===== config.mk =====
export PLATFORM = sky130hd
export DESIGN_NAME = run_sequence_generator
export DESIGN_NICKNAME = d
export VERILOG_FILES = /design/src/rtl/run_sequence_generator.sv
export SDC_FILE = /design/constraint.sdc
export NUM_CORES = 1
export LEC_CHECK = 0
export CAP_MARGIN = 20
export CORE_MARGIN = 2
export CORE_UTILIZATION = 50
export DETAILED_ROUTE_END_ITERATION = 7
export GPL_TIMING_DRIVEN = 0
export PLACE_DENSITY = 0.85
export SLEW_MARGIN = 20
export SYNTH_ARGS = -nofsm -noshare
export SYNTH_HDL_FRONTEND = slang
export SYNTH_SLANG_ARGS = --single-unit

===== constraint.sdc =====
create_clock -name clock -period 2.3 [get_ports clock]
set_clock_uncertainty 0.2 [all_clocks]
set_input_delay 0.23 -clock clock [delete_from_list [all_inputs] [get_ports clock]]
set_output_delay 0.23 -clock clock [all_outputs]
set_load 0.05 [all_outputs]

===== src/rtl/run_sequence_generator.sv =====
// -----------------------------------------------------------------------------
// run_sequence_generator
//
// Purpose:
//   Serial stimulus transmitter for the consecutive-ones run detector. It emits
//   a one-bit stream of programmable runs of ones separated by gaps of zeros.
//   Alongside the stream it produces expect_y, the cycle-accurate reference for
//   the detector output. expect_y is high on every w_out=1 cycle that is the
//   THRESH-th or later consecutive one.
//
// Ports:
//   clock     in   system clock, rising edge
//   reset     in   synchronous, active-high reset
//   start     in   request pulse, accepted only while ready=1 and reset=0
//   run_len   in   [LEN_W] ones per run, sampled on accept
//   gap_len   in   [LEN_W] zeros per gap, sampled on accept (minimum 1 applied)
//   reps      in   [REP_W] number of run+gap pairs, sampled on accept
//   ready     out  idle (IDLE or FIN), able to accept start
//   busy      out  a burst bit is on w_out this cycle
//   w_out     out  registered serial stream to the detector's w input
//   expect_y  out  registered run-reached-threshold reference
//   done      out  one-cycle pulse after the last bit of a burst
//
// Optional feature (macro RUN_SEQUENCE_GEN_JITTER_EN):
//   Adds an 8-bit Fibonacci LFSR (taps 8,6,5,4), seeded with LFSR_SEED. It
//   stretches every gap by lfsr[1:0] extra zeros and steps once per completed
//   gap. LFSR_SEED exists only in that build because nothing else uses it.
//
// FSM states:
//   state  | meaning
//   IDLE   | waiting for start, ready=1
//   RUN    | w_out=1 this cycle, counting down the run
//   GAP    | w_out=0 this cycle, counting down the gap
//   FIN    | done=1, ready=1 for one cycle; start here is accepted
// -----------------------------------------------------------------------------
module run_sequence_generator #(
  parameter int unsigned LEN_W  = 4,
  parameter int unsigned REP_W  = 4,
  parameter int unsigned THRESH = 4
`ifdef RUN_SEQUENCE_GEN_JITTER_EN
  ,
  parameter logic [7:0]  LFSR_SEED = 8'hA5
`endif
) (
  input  logic             clock,
  input  logic             reset,
  input  logic             start,
  input  logic [LEN_W-1:0] run_len,
  input  logic [LEN_W-1:0] gap_len,
  input  logic [REP_W-1:0] reps,
  output logic             ready,
  output logic             busy,
  output logic             w_out,
  output logic             expect_y,
  output logic             done
);

  // One extra bit lets the phase counter hold max(gap_len,1)+3 without
  // wrapping when jitter is enabled.
  localparam int unsigned CNT_W = LEN_W + 1;

  localparam logic [LEN_W-1:0] THRESH_L = LEN_W'(THRESH);
  localparam logic [LEN_W-1:0] ONES_MAX = '1;

  typedef enum logic [1:0] {
    S_IDLE = 2'd0,
    S_RUN  = 2'd1,
    S_GAP  = 2'd2,
    S_FIN  = 2'd3
  } state_t;

  state_t           state_q,   state_d;
  logic [CNT_W-1:0] cnt_q,     cnt_d;
  logic [REP_W-1:0] rep_q,     rep_d;
  logic [LEN_W-1:0] run_len_q, run_len_d;
  logic [LEN_W-1:0] gap_len_q, gap_len_d;
  logic [LEN_W-1:0] ones_q,    ones_d;
  logic             w_out_q,   w_out_d;
  logic             expect_q,  expect_d;

  // Extra gap zeros. jit_cur applies to a gap entered while the LFSR holds
  // its current value. jit_nxt applies to a gap that follows a gap directly,
  // because the LFSR steps on that same edge.
  logic [1:0]       jit_cur;
  logic [1:0]       jit_nxt;

`ifdef RUN_SEQUENCE_GEN_JITTER_EN
  logic [7:0] lfsr_q;
  logic [7:0] lfsr_nxt;
  logic       lfsr_fb;

  assign lfsr_fb  = lfsr_q[7] ^ lfsr_q[5] ^ lfsr_q[4] ^ lfsr_q[3];
  assign lfsr_nxt = {lfsr_q[6:0], lfsr_fb};
  assign jit_cur  = lfsr_q[1:0];
  assign jit_nxt  = lfsr_nxt[1:0];

  always_ff @(posedge clock) begin
    if (reset) begin
      lfsr_q <= LFSR_SEED;
    end else if (state_q == S_GAP && cnt_q == '0) begin
      lfsr_q <= lfsr_nxt;
    end
  end
`else
  assign jit_cur = 2'b00;
  assign jit_nxt = 2'b00;
`endif

  // Gap length with a floor of one zero, so runs never merge across reps.
  function automatic logic [CNT_W-1:0] gap_eff(input logic [LEN_W-1:0] g,
                                               input logic [1:0]       jit);
    logic [CNT_W-1:0] base;
    base = (g == '0) ? CNT_W'(1) : CNT_W'(g);
    return base + CNT_W'(jit);
  endfunction

  // Counter load values are length-1, so the phase ends when cnt reaches 0.
  logic [CNT_W-1:0] run_load_in;
  logic [CNT_W-1:0] run_load_q;
  logic [CNT_W-1:0] gap_load_in;
  logic [CNT_W-1:0] gap_load_cur;
  logic [CNT_W-1:0] gap_load_nxt;

  assign run_load_in  = CNT_W'(run_len)   - CNT_W'(1);
  assign run_load_q   = CNT_W'(run_len_q) - CNT_W'(1);
  assign gap_load_in  = gap_eff(gap_len,   jit_cur) - CNT_W'(1);
  assign gap_load_cur = gap_eff(gap_len_q, jit_cur) - CNT_W'(1);
  assign gap_load_nxt = gap_eff(gap_len_q, jit_nxt) - CNT_W'(1);

  // Next-state logic.
  always_comb begin
    state_d   = state_q;
    cnt_d     = cnt_q;
    rep_d     = rep_q;
    run_len_d = run_len_q;
    gap_len_d = gap_len_q;

    unique case (state_q)
      S_IDLE, S_FIN: begin
        if (state_q == S_FIN) begin
          state_d = S_IDLE;
        end
        if (start) begin
          run_len_d = run_len;
          gap_len_d = gap_len;
          rep_d     = reps;
          if (reps == '0) begin
            state_d = S_FIN;
          end else if (run_len != '0) begin
            state_d = S_RUN;
            cnt_d   = run_load_in;
          end else begin
            state_d = S_GAP;
            cnt_d   = gap_load_in;
          end
        end
      end

      S_RUN: begin
        if (cnt_q == '0) begin
          state_d = S_GAP;
          cnt_d   = gap_load_cur;
        end else begin
          cnt_d = cnt_q - CNT_W'(1);
        end
      end

      S_GAP: begin
        if (cnt_q == '0) begin
          rep_d = rep_q - REP_W'(1);
          if (rep_q == REP_W'(1)) begin
            state_d = S_FIN;
          end else if (run_len_q != '0) begin
            state_d = S_RUN;
            cnt_d   = run_load_q;
          end else begin
            state_d = S_GAP;
            cnt_d   = gap_load_nxt;
          end
        end else begin
          cnt_d = cnt_q - CNT_W'(1);
        end
      end

      default: begin
        state_d = S_IDLE;
      end
    endcase
  end

  // Output pipeline. w_out and expect_y are computed from the next state, so
  // both flops change on the same edge as the state register. ones_q holds
  // the run length including the bit currently on w_out.
  always_comb begin
    w_out_d = (state_d == S_RUN);
    ones_d  = '0;
    if (w_out_d) begin
      ones_d = (ones_q == ONES_MAX) ? ONES_MAX : ones_q + LEN_W'(1);
    end
    expect_d = w_out_d && (ones_d >= THRESH_L);
  end

  always_ff @(posedge clock) begin
    if (reset) begin
      state_q   <= S_IDLE;
      cnt_q     <= '0;
      rep_q     <= '0;
      run_len_q <= '0;
      gap_len_q <= '0;
      ones_q    <= '0;
      w_out_q   <= 1'b0;
      expect_q  <= 1'b0;
    end else begin
      state_q   <= state_d;
      cnt_q     <= cnt_d;
      rep_q     <= rep_d;
      run_len_q <= run_len_d;
      gap_len_q <= gap_len_d;
      ones_q    <= ones_d;
      w_out_q   <= w_out_d;
      expect_q  <= expect_d;
    end
  end

  // Status outputs decode directly from the state flop.
  assign ready    = (state_q == S_IDLE) || (state_q == S_FIN);
  assign busy     = (state_q == S_RUN)  || (state_q == S_GAP);
  assign done     = (state_q == S_FIN);
  assign w_out    = w_out_q;
  assign expect_y = expect_q;

endmodule


# Yosys cells after proc, flatten, opt, wreduce, memory -nomap -nowiden
# Cells that the tools add are included.
totals:
  register_bits: 25
  inputBits: 15
  out_inout_bits: 5
  wordCells: 65
op_classes:
  add_sub_neg: 7
  order_cmp: 1
  eq_ne: 10
  muxes: 24
  reduce_logical: 15
op_table:
  columns: ["operator", "count"]
  rows:
  - ["two-way mux 5 bit", 7]
  - ["two-way mux 4 bit", 6]
  - ["subtractor 4 x 1 -> 5 bit, second input constant", 4]
  - ["two-way mux 2 bit", 8]
  - ["one-hot mux 5 bit (3 select lines)", 1]
  - ["logical NOT 4 bit", 3]
  - ["one-hot mux 4 bit (2 select lines)", 1]
  - ["nonzero test 4 bit", 2]
  - ["!= test 2 bit, second input constant", 3]
  - ["one-hot mux 2 bit (3 select lines)", 1]
  - ["AND reduction 3 bit", 2]
  - ["logical NOT 5 bit", 1]
  - ["subtractor 5 x 1 -> 5 bit, second input constant", 1]
  - ["adder 4 x 1 -> 4 bit, second input constant", 1]
  - ["equality test 2 x 1 -> 1 bit, second input constant", 2]
  - ["equality test 2 bit, second input constant", 2]
  - ["equality test 4 x 1 -> 1 bit, second input constant", 1]
  - ["equality test 4 bit, second input constant", 1]
  - ["greater-or-equal comparator 4 x 3 -> 1 bit, second input constant", 1]
  - ["subtractor 4 x 1 -> 4 bit, second input constant", 1]
  - ["!= test 3 bit, second input constant", 1]
  - ["logical NOT 2 bit", 1]
  - ["logical OR 1 bit", 2]
  - ["AND reduction 2 bit", 1]
  - ["other kinds (3)", 3]

# Longest topological paths before layout
# Gate-level depths: netlist of run 1.
depth:
  word_depth: 9
  depth_mapped: 8

# Least setup slack after synthesis of run 1
# No wires, ideal clock.
synth_path:
  path_type: "register to register"
  startpoint: "register state_q[0]"
  endpoint: "register cnt_q[2]"
  arrival_ps: 2004
  required_time_ps: 1969
  setup_slack_ps: -35
  stages_incl_launch_ff: 8
  n_path_buf: 0
  synth_period_minus_slack_ps: 2335
  cell_sequence: "dfxtp_1 -> inv_1 -> ha_1 -> inv_1 -> nand3_1 -> nand3_1 -> a32oi_1 -> o31ai_1"
synth_between:
  elab_chain_len: 4
  elab_cells_between_ends: 10
  classes_between: "eq/ne: 6; mux: 1; reduce/logical: 3"
synth_rtl:
  columns: ["element", "line", "text"]
  rows:
  - ["from (decl)", "72", "state_t state_q, state_d;"]
  - ["from (signal assigned)", "214", "state_q <= state_d;"]
  - ["equality test 2 bit / logical NOT 2 bit (equally long branches)", "138", "unique case (state_q)"]
  - ["OR reduction 2 bit", "138", null]
  - ["!= test 2 bit (no source line)", null, null]
  - ["AND reduction 3 bit (no source line)", null, null]
  - ["to (signal assigned)", "215", "cnt_q <= cnt_d;"]
  - ["to (decl)", "73", "logic [CNT_W-1:0] cnt_q, cnt_d;"]
# Parallel ways exist; a longest one is shown, timed or not.
# A chain may end at the register's enable or synchronous reset.

# Worst setup path in the final report of run 1
# Ends and elaborated chain as after synthesis.

==> metrics.sh, run 1 <==
OUTCOME='complete, no violations'
P_PER_AREA_nW_PER_UM2=743
HOLDWS_NS=0.285
DIE_W_UM=61.3
REPORT.FINAL.HOLD_VIOL_COUNT=0
NUMBER_OF_DETAILED_ROUTING_ITERATIONS_RUN_BEFORE_ANTENNA_REPAIR=4
PIN_COUNT_OF_THE_BIGGEST_NET_ENTERING_GLOBAL_ROUTING=16
GLOBAL_ROUTE.USAGE.TOTAL_PCT=23.4
SYNTHTOPCELLSBYAREA='dfxtp_1 (31%), ha_1 (8.4%), a21oi_1 (5.5%), nand3_1 (4.6%), nor2_1 (4.6%)'
YS_FF_LATCH=25
SYNTH-MAIN-FF-CELL='dfxtp_1'
CLOCK_SINKS=25
YS_SEQ_AREA_SHARE_PCT=30.5
FLOW.AREA_GROWTH_FROM_SYNTHESIS_PCT=21.8
SYNTHDOMINANTAREACELLTYPE='dfxtp_1'
POST_DP_CELL_AREA_UM2=1890
WORST-SETUP-PATH-TYPE='reg -> reg'
INSERTEDDIODECOUNT=0
GRT_SETUP_UNREPAIRED='yes'
CLOCK_TREE.ROOT_CELL='clkbuf_4'
WHS_ENDPOINT='gap_len_q[0]$_SDFFE_PP0P_'
DIE-AREA_UM2=3750
SYNTH-WARNING-COUNT=0
ANTENNA_VIOLATIONS_BEFORE_REPAIR=0
GRT_PASS1_WL_UM=6580
P_LEAK_uW=0.000752
CTS_MAX_LEVEL=1
WORST_RELATIVE_SLEW_SLACK_PCT=51.5
AVGSYNTHCELLAREA_UM2=7.89
CLOCK.FMAX_MHz=449
DRCVIOLATIONCOUNT=0
COREAREA_UM2=3080
RRSETUPSLACK_NS=0.07
WORST-R2R-CELL-COUNT=7
FIRST_GLOBAL_VIAS=1473
SYNTHARSTFLOPSHARE_PCT=0
VIAS=1665
INITIAL_UTILIZATION_PCT=53.3
FINAL_LAYOUT_SIZE_SUFFIX_GT1_SHARE_PCT=13.7
RR_ENDPOINT='cnt_q[2]$_SDFFE_PP0P_'
WORST_HOLD_PATH.NUM_CELLS=2
FIN_AREA_UM2=2000
CP_DATA_REQUIRED_TIME_NS=2.32
SYNTH_CELLS=208
SETUP-VIOLATIONS-FINAL=0
POST-DP-HPWL_UM=2930
WORST_IR_DROP_VDD_uV=411
PERIOD_SHARE_PCT=96.9
DETAIL_ROUTE.WIRELENGTH_UM=3930
FINAL_ROUTED_WIRE_LENGTH_DIVIDED_BY_CELL_COUNT_UM=14.1
FINALWORSTPATHREQUIREDPERIOD_NS=2.23
POST_SYNTH_NUM_CELL_TYPES=51
CLOCK_LATENCY_NS=0.33
MAX_SLEW.WORST_PIN.SLEW_NS=0.718
STARTPOINT_TYPE='flip-flop'
CTS_BUFFERS=3
CLK_PIN_SLEW_WORST_PATHS_NS=0.15
HOLD_BUFFERS=0
WORSTHOLDSTART='gap_len_q[0]$_SDFFE_PP0P_'
MIN_PATH_TYPE='reg -> reg'
CRIT_PATH_END_KIND='flip-flop'
POST_LAYOUT_NET_COUNT=261
PLACE_CONGESTION=0.918
GRT_OVERFLOW_TOTAL=0
DRV_SLEW=0
CTS_MAX_PATH_BUFFERS=2
DRT_FIRST_ITER_VIOLATIONS=87
WORSTPATHMAXFANOUT=10
NETLIST.AREA_LEADER.SHARE_PCT=30.5
SYN_AREA_UM2=1640
IOS=20
FOOTPRINT_OF_THE_MULTI_INPUT_GATES_UM2=1090
VIAS_PER_CELL=5.99
FP-ROW-COUNT=20
WORST_R2R_STARTPOINT='state_q[0]$_SDFF_PP0_'
WORSTPATHARRIVAL_NS=2.25
SYNTH_ENABLE_FLOP_CELLS=0
TRITONCTS='done'
ROUTE.ANTENNA.REMAINING_NETS=0
COUNT_OF_MAXIMUM_CAPACITANCE_VIOLATIONS=0
DIE-HEIGHT_UM=61.3
POSTSYNTHNETCOUNT=234
REGAREA_UM2=504
FILLERS=281
PLACEMENT.IO_BUFFERS=19
==> cells in the final DEF (no fill, tap or decap), drive strengths merged, types with 2 or more instances in the layout <==
master / n
a211o: 3
a211oi: 2
a21oi: 18
a22o: 2
a22oi: 3
a311oi: 3
a31oi: 6
a32oi: 2
buf: 6
clkbuf: 9
clkdlybuf4s50: 17
dfxtp: 25
ha: 11
inv: 18
nand2: 13
nand2b: 2
nand3: 16
nor2: 20
nor2b: 4
nor3: 6
nor3b: 3
nor4b: 2
o21ai: 11
o221ai: 4
o311ai: 3
o31a: 2
o31ai: 2
or2: 2
xnor2: 2
xor2: 3
==> where the power goes <==
part	switching, uW	total [uW]	internal, uW
clock	143	210	66.6
sequential	62.8	554	491
combinational	423	722	299
==> layout make-up <==
class                   count  area share, %
multi-input cells         157           54.7
flip-flops and latches     25           25.2
repair buffers             23           10.7
inverters                  18           3.38
well taps                  44           2.76
plain buffers               7           1.69
clock buffers               3           1.13
clock inverters             1          0.376
==> registers in the layout, summed over array words and instances (netlist names) <==
register,flops
ones_q,4
cnt_q,5
expect_y,1
rep_q,4
state_q,2
w_out,1
gap_len_q,4
run_len_q,4
==> Yosys cell counts, types with 3 or more instances <==
cell       n
dfxtp_1   25
nor2_1    20
a21oi_1   18
inv_1     18
nand3_1   15
nand2_1   13
ha_1      11
o21ai_0    7
nor3_1     6
a31oi_1    5
clkbuf_1   4
nor2b_1    4
o21ai_1    4
a211o_1    3
a311oi_1   3
nor3b_1    3
o221ai_1   3
xor2_1     3
==> routing by layer <==
layer	GRT usage [%]	routed length [um]
met2	38.6	1900
met5	0	0
met3	4.20	219
met4	8.07	98
met1	30.8	1710
==> worst max path at each step <==
stage	startpoint	to	slack [ns]	depth (start not counted)
floorplan	cnt_q[0]$_SDFFE_PP0P_	ones_q[3]$_SDFF_PP0_	0.11	8
detailed placement	run_len[0]	cnt_q[2]$_SDFFE_PP0P_	-0.32	8
global route	state_q[0]$_SDFF_PP0_	cnt_q[2]$_SDFFE_PP0P_	-0.08	7
global placement	run_len[0]	cnt_q[1]$_SDFFE_PP0P_	-0.29	8
CTS	cnt_q[1]$_SDFFE_PP0P_	ones_q[3]$_SDFF_PP0_	-0.02	8
finish	state_q[0]$_SDFF_PP0_	cnt_q[2]$_SDFFE_PP0P_	0.07	7
==> per-stage QoR <==
step	util [%]	total power, uW	worst slack [ns]	instances	setup TNS [ns]
2_1_floorplan	-	1030	0.108	208	0
3_3_place_gp	61.3	1210	-0.292	271	-0.853
3_5_place_dp	61.3	1210	-0.318	271	-1.10
4_1_cts	64.2	1470	-0.0165	277	-0.0165
5_1_grt	64.9	1590	-0.0785	278	-0.118
6_report	64.9	1490	0.0723	278	0
==> what timing repair did <==
action                     4_1_cts  5_1_grt
pin swaps                        4        5
gates resized for setup         16        9
buffers inserted                 2        2
setup endpoints to repair       15       14
==> critical path, cell delays in order, from the launching register on <==
cell and delay [ns]:
dfxtp_1 0.44, inv_1 0.07, ha_2 0.33, clkbuf_2 0.21
a32oi_2 0.39, inv_1 0.14, o21ai_0 0.24, o31ai_1 0.10
==> kinds of logic after synthesis <==
kind of cell | after synthesis | share of synthesized area, %
DFF | 25 | 30.5
xor gates and xnor gates | 5 | 2.67
buffers and inverters | 26 | 6.10
muxes | 1 | 0.610
and+or+nand+nor | 72 | 22.3
adders and majority gates | 11 | 8.39
AOI/OAI and AO/OA | 68 | 29.4
Note: power is estimated with default switching activity, not from simulation.
==> run 2: changes to the inputs <==
--- a/config.mk
+++ b/config.mk
@@ -6,11 +6,11 @@
 export NUM_CORES = 1
 export LEC_CHECK = 0
 export CAP_MARGIN = 20
-export CORE_MARGIN = 2
-export CORE_UTILIZATION = 50
+export CORE_ASPECT_RATIO = 1.2
+export CORE_UTILIZATION = 40
 export DETAILED_ROUTE_END_ITERATION = 7
 export GPL_TIMING_DRIVEN = 0
-export PLACE_DENSITY = 0.85
+export PLACE_DENSITY = 0.72
 export SLEW_MARGIN = 20
 export SYNTH_ARGS = -nofsm -noshare
 export SYNTH_HDL_FRONTEND = slang
==> run 2 against run 1 <==
  * Clock power increased by 23%
  * Highest routed layer unchanged
  * Core utilization decreased by 12 points
  * Sequential share of layout area decreased by 0.93 points
  * The run now ends with setup timing left
  * Cell count increased by 4.3%
  * Largest cell class unchanged
  * Fmax decreased by 4.6%
==> metrics.sh, run 2 (synthesized netlist as in run 1, its figures left out) <==
WORST_IR_DROP_VDD_uV=330  # -20%
WORST-SETUP-PATH-TYPE='reg -> reg'
DP.CELLS=281  # +3.7%
CLOCK.FMAX_MHz=428  # -4.6%
WORSTPATHMAXFANOUT=5  # -5
WORSTPATHARRIVAL_NS=2.28  # +0.03 ns
CP_DATA_REQUIRED_TIME_NS=2.24  # -0.08 ns
CTS_MAX_LEVEL=1  # unchanged
WORST-R2R-CELL-COUNT=8  # +1
DIE_W_UM=60.5  # -1.3%
HOLDWS_NS=0.276  # -0.00911 ns
FINISH.CELL_COUNT_WITHOUT_FILLERS=290  # +4.3%
CLK_PIN_SLEW_WORST_PATHS_NS=0.08  # -0.07 ns
FP-ROW-COUNT=25  # +25%
CLOCK_SINKS=25  # unchanged
FOOTPRINT_OF_THE_MULTI_INPUT_GATES_UM2=1120  # +2.4%
GRT_PASS1_WL_UM=6730  # +2.3%
ROUTE.ANTENNA.REMAINING_NETS=0  # unchanged
P_PER_AREA_nW_PER_UM2=764  # +2.7%
CLOCK_TREE.ROOT_CELL='clkbuf_8'
CRIT_PATH_END_KIND='flip-flop'
INSERTEDDIODECOUNT=0  # unchanged
UTILIZATION_PCT=52.6  # -12 points
CRIT_PATH_MAX_INCR_DELAY_NS=0.44  # about the same
FIRST_GLOBAL_VIAS=1490  # +1.2%
IOS=20  # unchanged
LARGEST_REGISTER='cnt_q'
GLOBAL_ROUTE.USAGE.TOTAL_PCT=20.0  # -3.4 points
DRV_SLEW=0  # unchanged
WORST_HOLD_PATH.NUM_CELLS=2  # unchanged
TRITONCTS='done'
GRT_OVERFLOW_TOTAL=0  # unchanged
DIE-AREA_UM2=4360  # +16%
CTS_MAX_PATH_BUFFERS=2  # unchanged
REPORT.FINAL.HOLD_VIOL_COUNT=0  # unchanged
VIAS=1680  # +0.90%
MOST_FREQUENT_CELLS_IN_THE_LAYOUT='dfxtp_1 (24), nor2_1 (20), clkdlybuf4s50_1 (17)'
P_LEAK_uW=0.000782  # +4.0%
FLOW.AREA_GROWTH_FROM_SYNTHESIS_PCT=26.5
DIE-HEIGHT_UM=72.2  # +18%
COREAREA_UM2=3940  # +28%
VIAS_PER_CELL=5.79  # -3.3%
DRT_FIRST_ITER_VIOLATIONS=127  # +46%
FINAL_LAYOUT_SIZE_SUFFIX_GT1_SHARE_PCT=15.3  # +1.6 points
GRT_SETUP_UNREPAIRED='yes'
OUTCOME='finished with violations'
VIOLATIONS='setup timing'
PLACE_CONGESTION=0.946  # +3.0%
SETUP_TOTAL_NEGATIVE_SLACK_NS=-0.0352  # -0.0352 ns
POST_LAYOUT_NET_COUNT=263  # +0.77%
PLACEMENT.IO_BUFFERS=19  # unchanged
DETAIL_ROUTE.WIRELENGTH_UM=4120  # +4.9%
ANTENNA_VIOLATIONS_BEFORE_REPAIR=0  # unchanged
MIN_PATH_TYPE='reg -> reg'
COUNT_OF_MAXIMUM_CAPACITANCE_VIOLATIONS=0  # unchanged
PERIOD_SHARE_PCT=102  # +4.7 points
FINAL_ROUTED_WIRE_LENGTH_DIVIDED_BY_CELL_COUNT_UM=14.2  # +0.60%
CP_CELL_SEQUENCE='nor3_1, nor2_1, ha_1, xor2_1, o311ai_1, nand3_1, a32oi_1, o31ai_1'
POWER_uW=1580  # +6.7%
MAX_SLEW.WORST_PIN.SLEW_NS=0.530  # -0.188 ns
WORST_RELATIVE_SLEW_SLACK_PCT=64.7  # +13 points
SETUP_SLACK_NS=-0.0352  # -0.107 ns
CPMAXSTAGEDELAYCELL='dfxtp_1'
SETUP-VIOLATIONS-FINAL=1  # +1
STARTPOINT_TYPE='flip-flop'
HOLD_BUFFERS=0  # unchanged
NUMBER_OF_DETAILED_ROUTING_ITERATIONS_RUN_BEFORE_ANTENNA_REPAIR=5  # +1
PIN_COUNT_OF_THE_BIGGEST_NET_ENTERING_GLOBAL_ROUTING=15  # -1
DRCVIOLATIONCOUNT=0  # unchanged
LAYOUT_COMMONEST_CELL='dfxtp_1'
MAX_FFS_PER_REGISTER=5  # unchanged
CLOCK_LATENCY_NS=0.27  # -0.06 ns
POST-DP-HPWL_UM=3040  # +3.9%
FINALWORSTPATHREQUIREDPERIOD_NS=2.34  # +0.107 ns
INITIAL_UTILIZATION_PCT=41.6  # -12 points
REGAREA_UM2=504  # unchanged
CTS_BUFFERS=3  # unchanged
FILLERS=400  # +42%
-- run 2: cell count changes in the layout (fill, tap and decap cells not counted), sizes merged --
cell	before	now
buf	6	8
clkinv	0	1
clkinvlp	1	0
-- run 2: worst max-delay path, delay by kind of cell, from the launching register on --
kind | cells | cell delay, ns
adders and majority gates | 1 | 0.24
AOI/OAI and AO/OA | 3 | 0.78
xor gates and xnor gates | 1 | 0.11
DFF | 1 | 0.44
and+or+nand+nor | 3 | 0.46
-- run 2: what timing repair did --
| item | 4_1_cts | 5_1_grt |
|---|---|---|
| endpoints found under the setup margin | 13 | 18 |
| pin swaps | 3 | 5 |
| resized for setup | 12 | 21 |
| gates cloned | 0 | 0 |
| buffers inserted | 0 | 5 |
-- run 2: stage by stage --
stage          setup WS (ns)  instance area [um2]
3_3_place_gp          -0.401                 1900
3_5_place_dp          -0.425                 1900
5_1_grt               -0.140                 2070
2_1_floorplan          0.108                 1640
6_report             -0.0352                 2070
4_1_cts              0.00641                 1980
-- run 2: report_power, final --
| part | switching (uW) | internal (uW) |
|---|---|---|
| Sequential | 64.8 | 491 |
| Clock | 138 | 121 |
| Combinational | 439 | 331 |
| Total | 641 | 943 |
-- run 2: final timing paths --
kind	slack, ns	from	to
worst max-delay path	-0.04	gap_len_q[2]$_SDFFE_PP0P_	cnt_q[2]$_SDFFE_PP0P_
worst min-delay path	0.28	gap_len_q[0]$_SDFFE_PP0P_	gap_len_q[0]$_SDFFE_PP0P_
worst max register to register	-0.04	gap_len_q[2]$_SDFFE_PP0P_	cnt_q[2]$_SDFFE_PP0P_
worst min register to register	0.28	gap_len_q[0]$_SDFFE_PP0P_	gap_len_q[0]$_SDFFE_PP0P_
-- run 2: area by class of cell --
| type | instances | share of cell area (%) |
|---|---|---|
| inverters | 18 | 3.38 |
| flip-flops and latches | 25 | 24.3 |
| clock inverters | 1 | 0.241 |
| plain buffers | 8 | 2.17 |
| well taps | 54 | 3.26 |
| multi-input cells | 157 | 54.0 |
| clock buffers | 3 | 1.99 |
| repair buffers | 24 | 10.7 |
-- run 2: per-layer routing --
metal  GRT usage [%]  share of wire (%)
met2            32.5                 47
met3            3.21                4.1
met1            26.1                 45
met4            8.08                3.8
met5               0                  0
==> run 3: changes to the inputs <==
--- a/config.mk
+++ b/config.mk
@@ -7,10 +7,10 @@
 export LEC_CHECK = 0
 export CAP_MARGIN = 20
 export CORE_ASPECT_RATIO = 1.2
-export CORE_UTILIZATION = 40
+export CORE_UTILIZATION = 35
 export DETAILED_ROUTE_END_ITERATION = 7
 export GPL_TIMING_DRIVEN = 0
-export PLACE_DENSITY = 0.72
+export PLACE_DENSITY = 0.65
 export SLEW_MARGIN = 20
 export SYNTH_ARGS = -nofsm -noshare
 export SYNTH_HDL_FRONTEND = slang
==> constraint.sdc (replaced) <==
create_clock -name clock -period 2.3 [get_ports clock]
set_clock_uncertainty 0.2 [all_clocks]
set_input_delay 0.345 -clock clock [delete_from_list [all_inputs] [get_ports clock]]
set_output_delay 0.345 -clock clock [all_outputs]
set_load 0.05 [all_outputs]
==> run 3 against run 2 <==
  * The flow now finishes without violations
  * Setup slack gained 0.061 ns
  * Sequential share of layout area down 1.2 points
  * Fmax up 2.7%
  * Combinational power is 7.7% higher
  * Critical endpoint is now ones_q[3]$_SDFF_PP0_
==> metrics.sh, run 3 (synthesized netlist as in run 1, its figures left out) <==
DETAIL_ROUTE.WIRELENGTH_UM=4420  # +7.3%
DRT_FIRST_ITER_VIOLATIONS=79  # -38%
FLOW.AREA_GROWTH_FROM_SYNTHESIS_PCT=33.3
IOS=20  # unchanged
PLACE_CONGESTION=0.875  # -7.5%
DP.CELLS=283  # +0.71%
VIAS=1687  # +0.42%
FINISH.CELL_COUNT_WITHOUT_FILLERS=299  # +3.1%
WORST_R2R_STARTPOINT='cnt_q[0]$_SDFFE_PP0P_'
CTS_BUFFERS=3  # unchanged
WORSTHOLDSTART='run_len_q[1]$_SDFFE_PP0P_'
GRT_SETUP_UNREPAIRED='yes'
DIE_W_UM=64.5  # +6.7%
PERIOD_SHARE_PCT=98.9  # -2.7 points
WORST-SETUP-PATH-TYPE='reg -> reg'
GRT_OVERFLOW_TOTAL=0  # unchanged
P_PER_AREA_nW_PER_UM2=754  # -1.3%
FINAL_LAYOUT_SIZE_SUFFIX_GT1_SHARE_PCT=18.5  # +3.3 points
MAX_SLEW.WORST_PIN.SLEW_NS=0.543  # +0.0135 ns
DIE-AREA_UM2=4970  # +14%
TOTAL_MET2_WIRELENGTH_AFTER_DETAILED_ROUTING_UM=2220  # +14%
TRITONCTS='done'
SETUP-VIOLATIONS-FINAL=0  # -1
CPMAXSTAGEDELAYCELL='or4b_4'
COUNT_OF_MAXIMUM_CAPACITANCE_VIOLATIONS=0  # unchanged
GLOBAL_ROUTE.USAGE.TOTAL_PCT=18.1  # -1.9 points
WORST-R2R-CELL-COUNT=8  # unchanged
POST-DP-HPWL_UM=3130  # +3.2%
WORST_IR_DROP_VDD_uV=324  # -1.9%
ROUTE.LAYER.MET1.WL_UM=1970  # +7.1%
CLOCK_LATENCY_NS=0.27  # about the same
P_LEAK_uW=0.000851  # +8.9%
HOLD_BUFFERS=0  # unchanged
ROUTE.ANTENNA.REMAINING_NETS=0  # unchanged
NUMBER_OF_DETAILED_ROUTING_ITERATIONS_RUN_BEFORE_ANTENNA_REPAIR=4  # -1
DIE-HEIGHT_UM=77.0  # +6.7%
MIN_PATH_TYPE='reg -> reg'
INITIAL_UTILIZATION_PCT=37.4  # -4.3 points
MAX_FFS_PER_REGISTER=5  # unchanged
FIRST_GLOBAL_VIAS=1532  # +2.8%
RR_ENDPOINT='ones_q[3]$_SDFF_PP0_'
DRCVIOLATIONCOUNT=0  # unchanged
CP_CELL_SEQUENCE='inv_4, ha_4, or4b_4, buf_6, o31a_1, o221ai_4, nand3_4, a211oi_2'
RRSETUPSLACK_NS=0.03  # +0.06 ns
INSERTEDDIODECOUNT=0  # unchanged
FIN_AREA_UM2=2190  # +5.4%
GRT_PASS1_WL_UM=7120  # +5.8%
FINALWORSTPATHREQUIREDPERIOD_NS=2.27  # -0.0614 ns
REPORT.FINAL.HOLD_VIOL_COUNT=0  # unchanged
CLOCK_SINKS=25  # unchanged
STARTPOINT_TYPE='flip-flop'
CLK_PIN_SLEW_WORST_PATHS_NS=0.09  # about the same
FINAL_ROUTED_WIRE_LENGTH_DIVIDED_BY_CELL_COUNT_UM=14.8  # +4.0%
CLOCK_TREE.ROOT_CELL='clkbuf_8'
PIN_COUNT_OF_THE_BIGGEST_NET_ENTERING_GLOBAL_ROUTING=14  # -1
WORSTPATHMAXFANOUT=6  # +1
CTS_MAX_LEVEL=1  # unchanged
ANTENNA_VIOLATIONS_BEFORE_REPAIR=0  # unchanged
POWER_uW=1650  # +4.0%
LAYOUT_COMMONEST_CELL='dfxtp_1'
CRIT_PATH_MAX_INCR_DELAY_NS=0.46  # +0.02 ns
OUTCOME='complete, no violations'
CP_DATA_REQUIRED_TIME_NS=2.29  # +0.05 ns
COREAREA_UM2=4390  # +11%
POST_DP_CELL_AREA_UM2=1900  # +0.13%
PLACEMENT.IO_BUFFERS=19  # unchanged
CLOCK.FMAX_MHz=440  # +2.7%
WL_MET3_UM=130  # -24%
WORST_HOLD_PATH.NUM_CELLS=2  # unchanged
MOST_FREQUENT_CELLS_IN_THE_LAYOUT='dfxtp_1 (24), nor2_1 (19), a21oi_1 (17)'
CRIT_PATH_END_KIND='flip-flop'
FP-ROW-COUNT=26  # +4.0%
LARGEST_REGISTER='cnt_q'
POST_LAYOUT_NET_COUNT=270  # +2.7%
WORST_RELATIVE_SLEW_SLACK_PCT=63.8  # -0.90 points
WHS_ENDPOINT='run_len_q[1]$_SDFFE_PP0P_'
VIAS_PER_CELL=5.64  # -2.6%
DRV_SLEW=0  # unchanged
ROUTED.TOP_LAYER='met4'
CTS_MAX_PATH_BUFFERS=2  # unchanged
WORSTPATHARRIVAL_NS=2.27  # about the same
## run 3: changes by cell type in the layout (fill, tap and decap cells not counted), moves of 2 or more
cell / change
buf_4: +6
clkdlybuf4s50_1: -3
o311ai_1: -2
clkbuf_2: -2
buf_2: +2
dlymetal6s2s_1: +2
## run 3: worst max-delay path by stage
stage,from,end,cells past startpoint
finish,cnt_q[0]$_SDFFE_PP0P_,ones_q[3]$_SDFF_PP0_,8
global route,cnt_q[0]$_SDFFE_PP0P_,ones_q[3]$_SDFF_PP0_,8
CTS,reps[0],ones_q[3]$_SDFF_PP0_,6
detailed placement,run_len[0],cnt_q[2]$_SDFFE_PP0P_,8
global placement,run_len[0],cnt_q[2]$_SDFFE_PP0P_,8
floorplan,cnt_q[0]$_SDFFE_PP0P_,ones_q[3]$_SDFF_PP0_,8
## run 3: final cells by class
type,count,area [um2]
fill,439,2210
multi-input combinational,157,1170
sequential,25,504
timing repair buffer,31,283
inverter,18,70.1
tap,56,70.1
clock buffer,4,45.0
buffer,8,45.0
## run 3: repair_timing
action | in CTS | in global routing
setup buffers | 0 | 12
gates resized for setup | 15 | 31
setup endpoints to repair | 12 | 25
pin swaps | 3 | 7
## run 3: per-stage QoR
step                      worst slack, ns  setup TNS, ns  hold slack, ns  utilization (%)
after CTS                         -0.0326        -0.0662           0.275             45.4
after floorplan                     0.108              0           0.223                -
final                              0.0263              0           0.278             49.8
after global placement             -0.505          -2.59           0.260             43.3
after global routing              -0.0597        -0.0661           0.308             49.8
after detailed placement           -0.541          -2.83           0.262             43.3
## run 3: worst max-delay path, delay by kind of cell (launching register included)
family | cells | cell delay (ns)
compound gates | 3 | 0.69
fa+ha+maj | 1 | 0.14
simple gates | 2 | 0.60
buf+inv | 2 | 0.21
flops | 1 | 0.36
## run 3: routing by layer
layer  global-route usage (%)  vias to the layer above
met3                     2.38                       10
met4                     7.78                        0
met2                     29.9                       38
li1                         -                      837
met5                        0                        -
met1                     23.3                      802
## run 3: power breakdown
group | total (uW) | internal (uW) | leakage, uW | switching [uW]
clock | 261 | 124 | 0.0000228 | 137
sequential | 558 | 491 | 0.000206 | 67.2
combinational | 829 | 364 | 0.000622 | 464
